[config.mk]
export PLATFORM = sky130hd
export DESIGN_NAME = isa_fetch
export DESIGN_NICKNAME = d
export VERILOG_FILES = /design/src/rtl/itf_pkg.sv /design/src/rtl/isa_fetch_buf.sv /design/src/rtl/isa_fetch.sv
export SDC_FILE = /design/constraint.sdc
export NUM_CORES = 1
export LEC_CHECK = 0
export BUFFER_PORTS_ARGS = -buffer_cell sky130_fd_sc_hd__buf_2
export CAP_MARGIN = 25
export CORE_ASPECT_RATIO = 0.7
export CORE_MARGIN = 4
export CORE_UTILIZATION = 45
export DETAILED_ROUTE_END_ITERATION = 12
export GPL_TIMING_DRIVEN = 1
export PLACE_DENSITY = 0.7
export SLEW_MARGIN = 20
export SYNTH_ARGS = -nofsm -noshare
export SYNTH_HDL_FRONTEND = slang
export SYNTH_SLANG_ARGS = --single-unit
export TNS_END_PERCENT = 5
[constraint.sdc]
create_clock -name clk -period 14.8 [get_ports clk]
set_input_delay 2.96 -clock clk [delete_from_list [all_inputs] [get_ports clk]]
set_output_delay 2.96 -clock clk [all_outputs]
set_load 0.01 [all_outputs]
[src/rtl/itf_pkg.sv]
`default_nettype none
// +----------------------------------------------------------------------+
// | itf_pkg                                                              |
// | Shared widths and FSM state encodings for the ISA fetch interface.   |
// | Rev 1.0                                                              |
// +----------------------------------------------------------------------+
package itf_pkg;

  localparam int PORT_WIDTH_DEF      = 128;
  localparam int DRAM_ADDR_WIDTH_DEF = 32;
  localparam int NUMWORD_WIDTH_DEF   = 16;
  localparam int BUF_ADDR_WIDTH_DEF  = 2;

  typedef logic [1:0] fetch_state_t;

  localparam fetch_state_t ST_IDLE  = 2'd0;
  localparam fetch_state_t ST_FETCH = 2'd1;
  localparam fetch_state_t ST_DRAIN = 2'd2;
  localparam fetch_state_t ST_DONE  = 2'd3;

endpackage
`default_nettype wire

[src/rtl/isa_fetch_buf.sv]
`default_nettype none
// +----------------------------------------------------------------------+
// | isa_fetch_buf                                                        |
// | First-word-fall-through FIFO; a full buffer accepts a push when a    |
// | pop happens in the same cycle.                                       |
// | Rev 1.0                                                              |
// +----------------------------------------------------------------------+
module isa_fetch_buf #(
  parameter int WIDTH      = 128,
  parameter int ADDR_WIDTH = 2
) (
  input  logic                  clk,
  input  logic                  rst,
  input  logic                  push,
  input  logic [WIDTH-1:0]      push_data,
  input  logic                  pop,
  output logic [WIDTH-1:0]      pop_data,
  output logic                  full,
  output logic                  empty,
  output logic [ADDR_WIDTH:0]   count
);

  localparam int DEPTH = 1 << ADDR_WIDTH;

  logic [WIDTH-1:0]    r_mem [DEPTH];
  logic [ADDR_WIDTH:0] r_wr_ptr;
  logic [ADDR_WIDTH:0] r_rd_ptr;
  logic                w_do_push;
  logic                w_do_pop;

  // Extra pointer bit distinguishes full from empty.
  assign count     = r_wr_ptr - r_rd_ptr;
  assign empty     = (r_wr_ptr == r_rd_ptr);
  assign full      = (count == (ADDR_WIDTH + 1)'(DEPTH));
  assign w_do_pop  = pop && !empty;
  assign w_do_push = push && (!full || w_do_pop);
  assign pop_data  = r_mem[r_rd_ptr[ADDR_WIDTH-1:0]];

  // Storage write; contents need no reset since empty masks them.
  always_ff @(posedge clk) begin
    if (w_do_push) begin
      r_mem[r_wr_ptr[ADDR_WIDTH-1:0]] <= push_data;
    end
  end

  // Pointer update.
  always_ff @(posedge clk) begin
    if (rst) begin
      r_wr_ptr <= '0;
      r_rd_ptr <= '0;
    end else begin
      if (w_do_push) r_wr_ptr <= r_wr_ptr + (ADDR_WIDTH + 1)'(1);
      if (w_do_pop)  r_rd_ptr <= r_rd_ptr + (ADDR_WIDTH + 1)'(1);
    end
  end

endmodule
`default_nettype wire

[src/rtl/isa_fetch.sv]
`default_nettype none
// +----------------------------------------------------------------------+
// | isa_fetch                                                            |
// | Fetches NumWord ISA words from DRAM starting at BaseAddr and streams |
// | them in order to the CCU, with credit-limited outstanding reads.     |
// | Rev 1.0                                                              |
// +----------------------------------------------------------------------+
module isa_fetch
  import itf_pkg::*;
#(
  parameter int PORT_WIDTH      = PORT_WIDTH_DEF,
  parameter int DRAM_ADDR_WIDTH = DRAM_ADDR_WIDTH_DEF,
  parameter int NUMWORD_WIDTH   = NUMWORD_WIDTH_DEF,
  parameter int BUF_ADDR_WIDTH  = BUF_ADDR_WIDTH_DEF
) (
  input  logic                       clk,
  input  logic                       rst,
  input  logic                       TOPITF_Start,
  input  logic [DRAM_ADDR_WIDTH-1:0] TOPITF_BaseAddr,
  input  logic [NUMWORD_WIDTH-1:0]   TOPITF_NumWord,
  output logic                       ITFTOP_Busy,
  output logic                       ITFTOP_Done,
  output logic [DRAM_ADDR_WIDTH-1:0] ITFDRAM_RdAddr,
  output logic                       ITFDRAM_RdAddrVld,
  input  logic                       DRAMITF_RdAddrRdy,
  input  logic [PORT_WIDTH-1:0]      DRAMITF_RdDat,
  input  logic                       DRAMITF_RdDatVld,
  output logic                       ITFDRAM_RdDatRdy,
  output logic [PORT_WIDTH-1:0]      ITFCCU_ISARdDat,
  output logic                       ITFCCU_ISARdDatVld,
  input  logic                       CCUITF_ISARdDatRdy
);

  localparam int CW    = NUMWORD_WIDTH + 1;
  localparam int DEPTH = 1 << BUF_ADDR_WIDTH;

  fetch_state_t              r_state;
  fetch_state_t              w_state_nxt;
  logic [DRAM_ADDR_WIDTH-1:0] r_addr;
  logic [CW-1:0]             r_num;
  logic [CW-1:0]             r_req_cnt;
  logic [CW-1:0]             r_acc_cnt;
  logic [CW-1:0]             r_outstanding;
  logic [CW-1:0]             w_inflight;
  logic [BUF_ADDR_WIDTH:0]   w_buf_count;
  logic                      w_buf_full;
  logic                      w_buf_empty;
  logic [PORT_WIDTH-1:0]     w_buf_data;
  logic                      w_start_ok;
  logic                      w_req_acc;
  logic                      w_resp;
  logic                      w_pop;
  logic                      w_last_req;
  logic                      w_last_pop;

  // Reads in flight plus words held must never exceed the buffer depth,
  // which is what lets the response channel stay permanently ready.
  assign w_inflight = r_outstanding + CW'(w_buf_count);
  assign w_start_ok = TOPITF_Start && (r_state == ST_IDLE);
  assign w_req_acc  = ITFDRAM_RdAddrVld && DRAMITF_RdAddrRdy;
  assign w_resp     = DRAMITF_RdDatVld && (r_outstanding != '0);
  assign w_pop      = ITFCCU_ISARdDatVld && CCUITF_ISARdDatRdy;
  assign w_last_req = w_req_acc && ((r_req_cnt + CW'(1)) == r_num);
  assign w_last_pop = w_pop && ((r_acc_cnt + CW'(1)) == r_num);

  assign ITFDRAM_RdAddr     = r_addr;
  assign ITFDRAM_RdDatRdy   = 1'b1;
  assign ITFCCU_ISARdDatVld = !w_buf_empty;
  assign ITFCCU_ISARdDat    = w_buf_empty ? '0 : w_buf_data;

  // State register.
  always_ff @(posedge clk) begin
    if (rst) r_state <= ST_IDLE;
    else     r_state <= w_state_nxt;
  end

  // Next-state logic.
  always_comb begin
    w_state_nxt = r_state;
    case (r_state)
      ST_IDLE:  if (w_start_ok) w_state_nxt = (TOPITF_NumWord == '0) ? ST_DONE : ST_FETCH;
      ST_FETCH: if (w_last_req) w_state_nxt = ST_DRAIN;
      ST_DRAIN: if (w_last_pop) w_state_nxt = ST_DONE;
      default:  w_state_nxt = ST_IDLE;
    endcase
  end

  // Control outputs decoded from state and credit.
  always_comb begin
    ITFTOP_Busy       = (r_state != ST_IDLE);
    ITFTOP_Done       = (r_state == ST_DONE);
    ITFDRAM_RdAddrVld = (r_state == ST_FETCH) && (r_req_cnt < r_num) &&
                        (w_inflight < CW'(DEPTH));
  end

  // Address, request/accept counters and outstanding-read tracking.
  always_ff @(posedge clk) begin
    if (rst) begin
      r_addr        <= '0;
      r_num         <= '0;
      r_req_cnt     <= '0;
      r_acc_cnt     <= '0;
      r_outstanding <= '0;
    end else begin
      if (w_start_ok) begin
        r_addr    <= TOPITF_BaseAddr;
        r_num     <= {1'b0, TOPITF_NumWord};
        r_req_cnt <= '0;
        r_acc_cnt <= '0;
      end else begin
        if (w_req_acc) begin
          r_addr    <= r_addr + DRAM_ADDR_WIDTH'(1);
          r_req_cnt <= r_req_cnt + CW'(1);
        end
        if (w_pop) r_acc_cnt <= r_acc_cnt + CW'(1);
      end
      case ({w_req_acc, w_resp})
        2'b10:   r_outstanding <= r_outstanding + CW'(1);
        2'b01:   r_outstanding <= r_outstanding - CW'(1);
        default: r_outstanding <= r_outstanding;
      endcase
    end
  end

  // A response with nothing outstanding is dropped; flag it in simulation.
  always_ff @(posedge clk) begin
    if (!rst) begin
      assert (!(DRAMITF_RdDatVld && (r_outstanding == '0)));
    end
  end

  isa_fetch_buf #(
    .WIDTH      (PORT_WIDTH),
    .ADDR_WIDTH (BUF_ADDR_WIDTH)
  ) u_buf (
    .clk       (clk),
    .rst       (rst),
    .push      (w_resp),
    .push_data (DRAMITF_RdDat),
    .pop       (w_pop),
    .pop_data  (w_buf_data),
    .full      (w_buf_full),
    .empty     (w_buf_empty),
    .count     (w_buf_count)
  );

  // Full is implied by the credit rule; kept for visibility only.
  logic w_unused;
  assign w_unused = w_buf_full;

endmodule
`default_nettype wire

* After elaboration in Yosys (flattened, before gate mapping)
Memories as Yosys holds them, arrays and structs flattened. A register that Yosys moved wholly into a read port is not among the register bits.
Index checks and enable logic that the tools add are counted.
Widths: inputs -> output; s select.
** Word-level totals
- Register bits :: 107
- Memory bits (writable) :: 512
- Memories :: 1
** Operators by class
- Add/subtract/negate cells :: 9
- Order comparisons :: 2
- Eq/ne operators :: 12
- Multiplexer cells :: 13
- Reductions and logical operators :: 21
** Memories
- u_buf.r_mem :: words 4, width 128, rd ports 1, clocked after Yosys merged registers in 1, wr ports 1, line isa_fetch_buf.sv:25 : logic [WIDTH-1:0] r_mem [DEPTH];
** Operators by type and width (number)
- $mux 128 :: 1
- $mux 32 :: 2
- $add 17x1->17 const B :: 3
- $eq 17x16->1 :: 2
- $pmux 17 s2 :: 1
- $add 32x1->32 const B :: 1
- $add 17x3->17 :: 1
- $lt 17x16->1 :: 1
- $lt 17x3->1 const B :: 1
- $reduce_bool 17->1 :: 1
- $sub 17x1->17 const B :: 1
- $logic_not 16->1 :: 1
- $mux 2 :: 6
- $logic_and 1x1->1 :: 10
- $add 3x1->3 const B :: 2
- $eq 2x2->1 const B :: 3
- $ne 2x2->1 const B :: 3
- $pmux 2 s3 :: 1
- $reduce_bool 2->1 :: 3
- $eq 2x1->1 const B :: 2
- $eq 3x3->1 :: 1
- $eq 3x3->1 const B :: 1
- $reduce_and 3->1 :: 1
- $sub 3x3->3 :: 1
- 5 further kinds :: 7

* Logic depth before layout (Yosys ltp)
- Depth in word-level cells :: 8
- Gate-level depth with buffers :: 22

* Cells and area by module
From an unflattened synthesis, not the netlist that was laid out.
** Unflattened totals
- Cells, all modules :: 1748
- Area, all modules :: 26636.8 um^2
** By module, submodules not included
- isa_fetch_buf :: times used 1, cells each 721, area an instance 18909.4 um^2, seq. area each 15534.9 um^2
- isa_fetch :: times used 1, cells each 1027, area an instance 7727.4 um^2, seq. area each 2021.9 um^2

* Worst setup path before layout
No wires, ideal clock.
- Path kind :: in2reg
- Start point :: input CCUITF_ISARdDatRdy
- End point :: memory u_buf.r_mem[3][0] (enable)
- Library setup time :: 0.504 ns
- Arrival :: 6.406 ns
- Data required time :: 14.296 ns
- Path slack :: 7.890 ns
- Stages on the path :: 4
- Path through :: nand2_1 nand2_1 o31a_1 and2_1
** On the way
- Cells in the longest elaborated chain, start to end :: 6
** RTL lines
- start, declared :: line isa_fetch.sv:31 : input logic CCUITF_ISARdDatRdy
- $logic_and 1x1->1 :: line isa_fetch.sv:62 : assign w_pop = ITFCCU_ISARdDatVld && CCUITF_ISARdDatRdy;
- $logic_and 1x1->1 :: line isa_fetch_buf.sv:35 : assign w_do_pop = pop && !empty;
- $logic_or 1x1->1 :: line isa_fetch_buf.sv:36 : assign w_do_push = push && (!full || w_do_pop);
- $logic_and 1x1->1 :: line isa_fetch_buf.sv:36
- $mux 1 :: line isa_fetch_buf.sv:41 : if (w_do_push) begin
- $mux 1 (not written as such) :: line isa_fetch_buf.sv:42 : r_mem[r_wr_ptr[ADDR_WIDTH-1:0]] <= push_data;
- end, declared :: line isa_fetch_buf.sv:25
Every way passes these cells.

* Worst setup path after layout
- Start point :: register u_buf.r_wr_ptr[0]
- End point :: register r_outstanding[15]
** On the way
- Cells in the longest elaborated chain, start to end :: 7
- Elaborated cells on any way between the ends :: 9
** RTL lines
- start, declared :: line isa_fetch_buf.sv:26 : logic [ADDR_WIDTH:0] r_wr_ptr;
- start signal, assigned :: line isa_fetch_buf.sv:52 : if (w_do_push) r_wr_ptr <= r_wr_ptr + (ADDR_WIDTH + 1)'(1);
- $sub 3x3->3 * :: line isa_fetch_buf.sv:32 : assign count = r_wr_ptr - r_rd_ptr;
- $add 17x3->17 * :: line isa_fetch.sv:58 : assign w_inflight = r_outstanding + CW'(w_buf_count);
- $lt 17x3->1 * :: line isa_fetch.sv:93 : (w_inflight < CW'(DEPTH));
- $logic_and 1x1->1 * :: line isa_fetch.sv:92 : ITFDRAM_RdAddrVld = (r_state == ST_FETCH) && (r_req_cnt < r_num) &&
- $logic_and 1x1->1 * :: line isa_fetch.sv:60 : assign w_req_acc = ITFDRAM_RdAddrVld && DRAMITF_RdAddrRdy;
- $eq 2x1->1 or $eq 2x2->1 (tied branches) :: line isa_fetch.sv:117 : case ({w_req_acc, w_resp})
- $pmux 17 s2 or $reduce_bool 2->1 (tied branches)
- end signal, assigned :: line isa_fetch.sv:118 : 2'b10: r_outstanding <= r_outstanding + CW'(1);
- end signal, assigned :: line isa_fetch.sv:119 : 2'b01: r_outstanding <= r_outstanding - CW'(1);
- end signal, assigned :: line isa_fetch.sv:120 : default: r_outstanding <= r_outstanding;
- end, declared :: line isa_fetch.sv:43 : logic [CW-1:0] r_outstanding;
Mark *: on every way between the ends. The rest lies on a longest branch, timed or not.
A chain may end at the register's enable or synchronous reset.

==> run_results.csv <==
group,metric,value,unit
min_path,holdPathStages,2,
clocking,tritoncts,"yes",
clocking,htreeDepth,2,
critical_path,crit_chain,"inv_1 > ha_1 > inv_1 > fa_1 > xor2_1 > ha_1 > nand4b_2 > a211oi_2 > a2bb2oi_1 > a2111oi_4 > nand4_2 > ha_1 > ha_1 > a2111oi_0 > a211oi_1 > o41ai_1 > o21ai_0 > o41ai_1 > nor4_1 > or3_1",
synthesis,synth.most_common_cell,"edfxtp_1",
critical_path,cpMaxStageDelayCell,"ha_1",
synthesis,postSynth.asyncResetShare,0,%
critical_path,arrival,7.30,ns
critical_path,cpPeakStageDelay,0.74,ns
synthesis,synth_sequential_area_ratio,65.8,%
critical_path,end_kind,"flip-flop",
critical_path,critPathKind,"reg2reg",
synthesis,synth_area,26700,um^2
critical_path,reg2reg_depth,20,
synthesis,ys_types,73,
synthesis,synth.top_cells.by_count,"512 x edfxtp_1, 141 x and2_1, 128 x mux4_2",
layout,final_area,31100,um^2
timing,skew,0.0378,ns
synthesis,synth_top_area_cell,"edfxtp_1",
clocking,cts-resized-gates,0,
synthesis,synthCells,1744,
power_and_ir_drop,ir_worst_vdd,0.152,mV
routing,avgViaCountPerCell,5.40,
synthesis,synth_area_leaders,"edfxtp_1 58%, mux4_2 11%, dfxtp_1 8.2%",
clocking,cts-root-buf,"clkbuf_16",
layout,layout.nets,2306,
grt,grt_pass1_wl,94000,um
critical_path,critPathLaunchType,"flip-flop",
routing,wl_per_cell,20.8,um
timing,slew_headroom,39.5,%
routing,drc,0,
synthesis,synth_seq_cells,621,
critical_path,cp_top_family,"compound AO/OA/AOI/OAI gates",
grt,grt_start_max_net_pins,112,
placed_design,place.gp.congestion,0.864,
clocking,clock-sinks,621,
timing,holdWs,0.521,ns
clocking,clkLatencyLatePin,0.64,ns
clocking,cts_buffers,59,
run,cap_violations,0,
critical_path,r2r-end,"r_outstanding[15]$_SDFFE_PP0P_",
synthesis,syn_nets,1977,
placed_design,portBuffers,345,
critical_path,r2r-start,"u_buf.r_wr_ptr[0]$_SDFFE_PP0P_",
clocking,cts_buffer_depth,3,
routing,first_pass_iters,5,
timing,fin_setup_tns,0,ns
timing,worst_slew_pin_slew,0.908,ns
min_path,hold_path_class,"reg2reg",
synthesis,synth_edf_count,512,
clocking,cts_setup_buffers,0,
die,num_rows,74,
placed_design,placed_area,29200,um^2
critical_path,worst_path_most_repeated_cell,"ha_1",
critical_path,critical_path_required,15.31,ns
timing,drv_slew,0,
synthesis,avgSynthCellArea,15.3,um^2
routing,drt_iter0_markers,1179,
die,io_pins,347,
power_and_ir_drop,fin_total_pwr,5.90,mW
die,dieHeight,212,um
layout,drive_gt1_share,28.7,%
grt,antenna_found_initial,15,
timing,min_period_over_period,45.9,%
clocking,clk_pin_slew,0.06,ns
critical_path,cp.depth,20,
run_status,status,"complete, no violations",
synthesis,synth_warnings,0,
critical_path,regToRegSetupSlack,8.01,ns
power_and_ir_drop,cellPowerDensity,189,nW/um^2
clocking,ctsHoldBuffers,0,
placed_design,dpl.hpwl,39100,um
timing,finalSetupViolCount,0,
critical_path,worstPathMaxFanout,18,
die,core,58500,um^2
grt,grt-ovfl-total,0,
timing,fmax,147,MHz
critical_path,critical_path_buf_inv_count,2,
power_and_ir_drop,p_leak,11.1,nW
die,start_util,45.6,%
die,die_w,299,um
routing,via_count,15800,
routing,routed_wl,60900,um
routing,route.antenna.remaining_nets,0,
min_path,hold_end,"r_num[0]$_SDFFE_PP0P_",
die,die_area,63300,um^2
layout,nFillCells,4866,
timing,period_needed,6.79,ns
timing,finalHoldViolCount,0,
layout,final_core_utilization,53.2,%
min_path,holdCritStartpoint,"r_num[0]$_SDFFE_PP0P_",
synthesis,synth_ff_type,"edfxtp_1",
timing,rsz0062_at_grt,"false",
synthesis,yosys.area.top_type_share,57.7,%
grt,grt_pass1_vias,16100,
layout,area_growth_syn_to_layout,16.8,%
grt,track_usage,19.0,%
[worst register-to-register path, cell delays in order (launching register included)]
cell and delay, ns:
dfxtp_1 0.35, inv_1 0.14, ha_1 0.16, inv_1 0.04, fa_1 0.37, xor2_1 0.19, ha_1 0.38, nand4b_2 0.15
a211oi_2 0.31, a2bb2oi_1 0.22, a2111oi_4 0.37, nand4_2 0.56, ha_1 0.75, ha_1 0.48, a2111oi_0 0.57, a211oi_1 0.20
o41ai_1 0.39, o21ai_0 0.22, o41ai_1 0.37, nor4_1 0.08, or3_1 0.38
[report_power, final]
group | total, mW | switching (mW) | internal [mW]
clock network | 1.50 | 0.660 | 0.839
registers | 2.44 | 0.156 | 2.28
logic | 1.96 | 1.14 | 0.819
[state kept, by name, indices dropped and copies added (netlist names), named ones only]
name	flops
u_buf.r_rd_ptr	3
r_num	16
ITFDRAM_RdAddr	32
r_outstanding	17
r_state	2
u_buf.r_wr_ptr	3
r_acc_cnt	17
u_buf.r_mem	512
r_req_cnt	17
[worst max-delay path by stage]
stage	start	slack, ns	endpoint
3_5_place_dp	DRAMITF_RdAddrRdy	7.79	r_outstanding[15]$_SDFFE_PP0P_
3_3_place_gp	DRAMITF_RdAddrRdy	7.77	r_outstanding[15]$_SDFFE_PP0P_
4_1_cts	u_buf.r_wr_ptr[0]$_SDFFE_PP0P_	8.07	r_outstanding[15]$_SDFFE_PP0P_
2_1_floorplan	CCUITF_ISARdDatRdy	7.89	u_buf.r_mem[3][0]$_DFFE_PP_
5_1_grt	u_buf.r_wr_ptr[0]$_SDFFE_PP0P_	7.54	r_outstanding[15]$_SDFFE_PP0P_
6_report	u_buf.r_wr_ptr[0]$_SDFFE_PP0P_	8.01	r_outstanding[15]$_SDFFE_PP0P_
[routing by layer]
layer | part of all wire, % | global-route usage, %
met2 | 48 | 30.3
met3 | 6.5 | 4.71
met4 | 2.2 | 5.04
met5 | 0.14 | 0
met1 | 44 | 26.6
[stage by stage]
step                worst slack, ns  cells
global route                   7.54   2923
CTS                            8.07   2919
detailed placement             7.79   2809
global placement               7.77   2809
finish                         8.01   2927
floorplan                      7.89   1744
[placed cells by master (no fill, tap or decap), types with 5 or more instances in the layout]
cell and count:
and2_1 137, clkbuf_1 16, dfxtp_1 107, buf_4 17
bufinv_16 5, mux4_2 128, ha_1 49, clkbuf_16 59
xnor2_1 51, xor2_1 59, clkinv_2 11, mux2i_1 10
a31oi_1 5, or3_1 8, a211oi_1 34, and3_1 16
nand4_1 36, and4_1 6, inv_1 33, a21oi_1 49
nand2_1 89, o21ai_0 22, nand3_1 36, nor2_1 116
diode_2 7, edfxtp_1 512, buf_2 345, nor3_1 22
nand2b_1 11, nor4_1 21, clkinv_1 9
[layout make-up]
type	instances	area, um^2	share of cell area, %
sequential	621	17600	56.4
timing repair buffer	364	1890	6.08
tap	798	998	3.21
inverter	33	124	0.398
clock inverter	33	370	1.19
antenna	7	17.5	0.0563
clock buffer	77	1560	5.02
multi-input combinational	994	8600	27.6
[cell families after synthesis]
group	count (synthesis)	share of synthesized area, %
buffers and inverters	129	1.99
xor gates and xnor gates	110	3.61
and+or+nand+nor	525	10.5
other	1	0.0141
AOI/OAI and AO/OA	166	4.32
adders and majority gates	51	2.45
muxes	141	11.3
DFF	621	65.8
(Power assumes the default switching activity.)
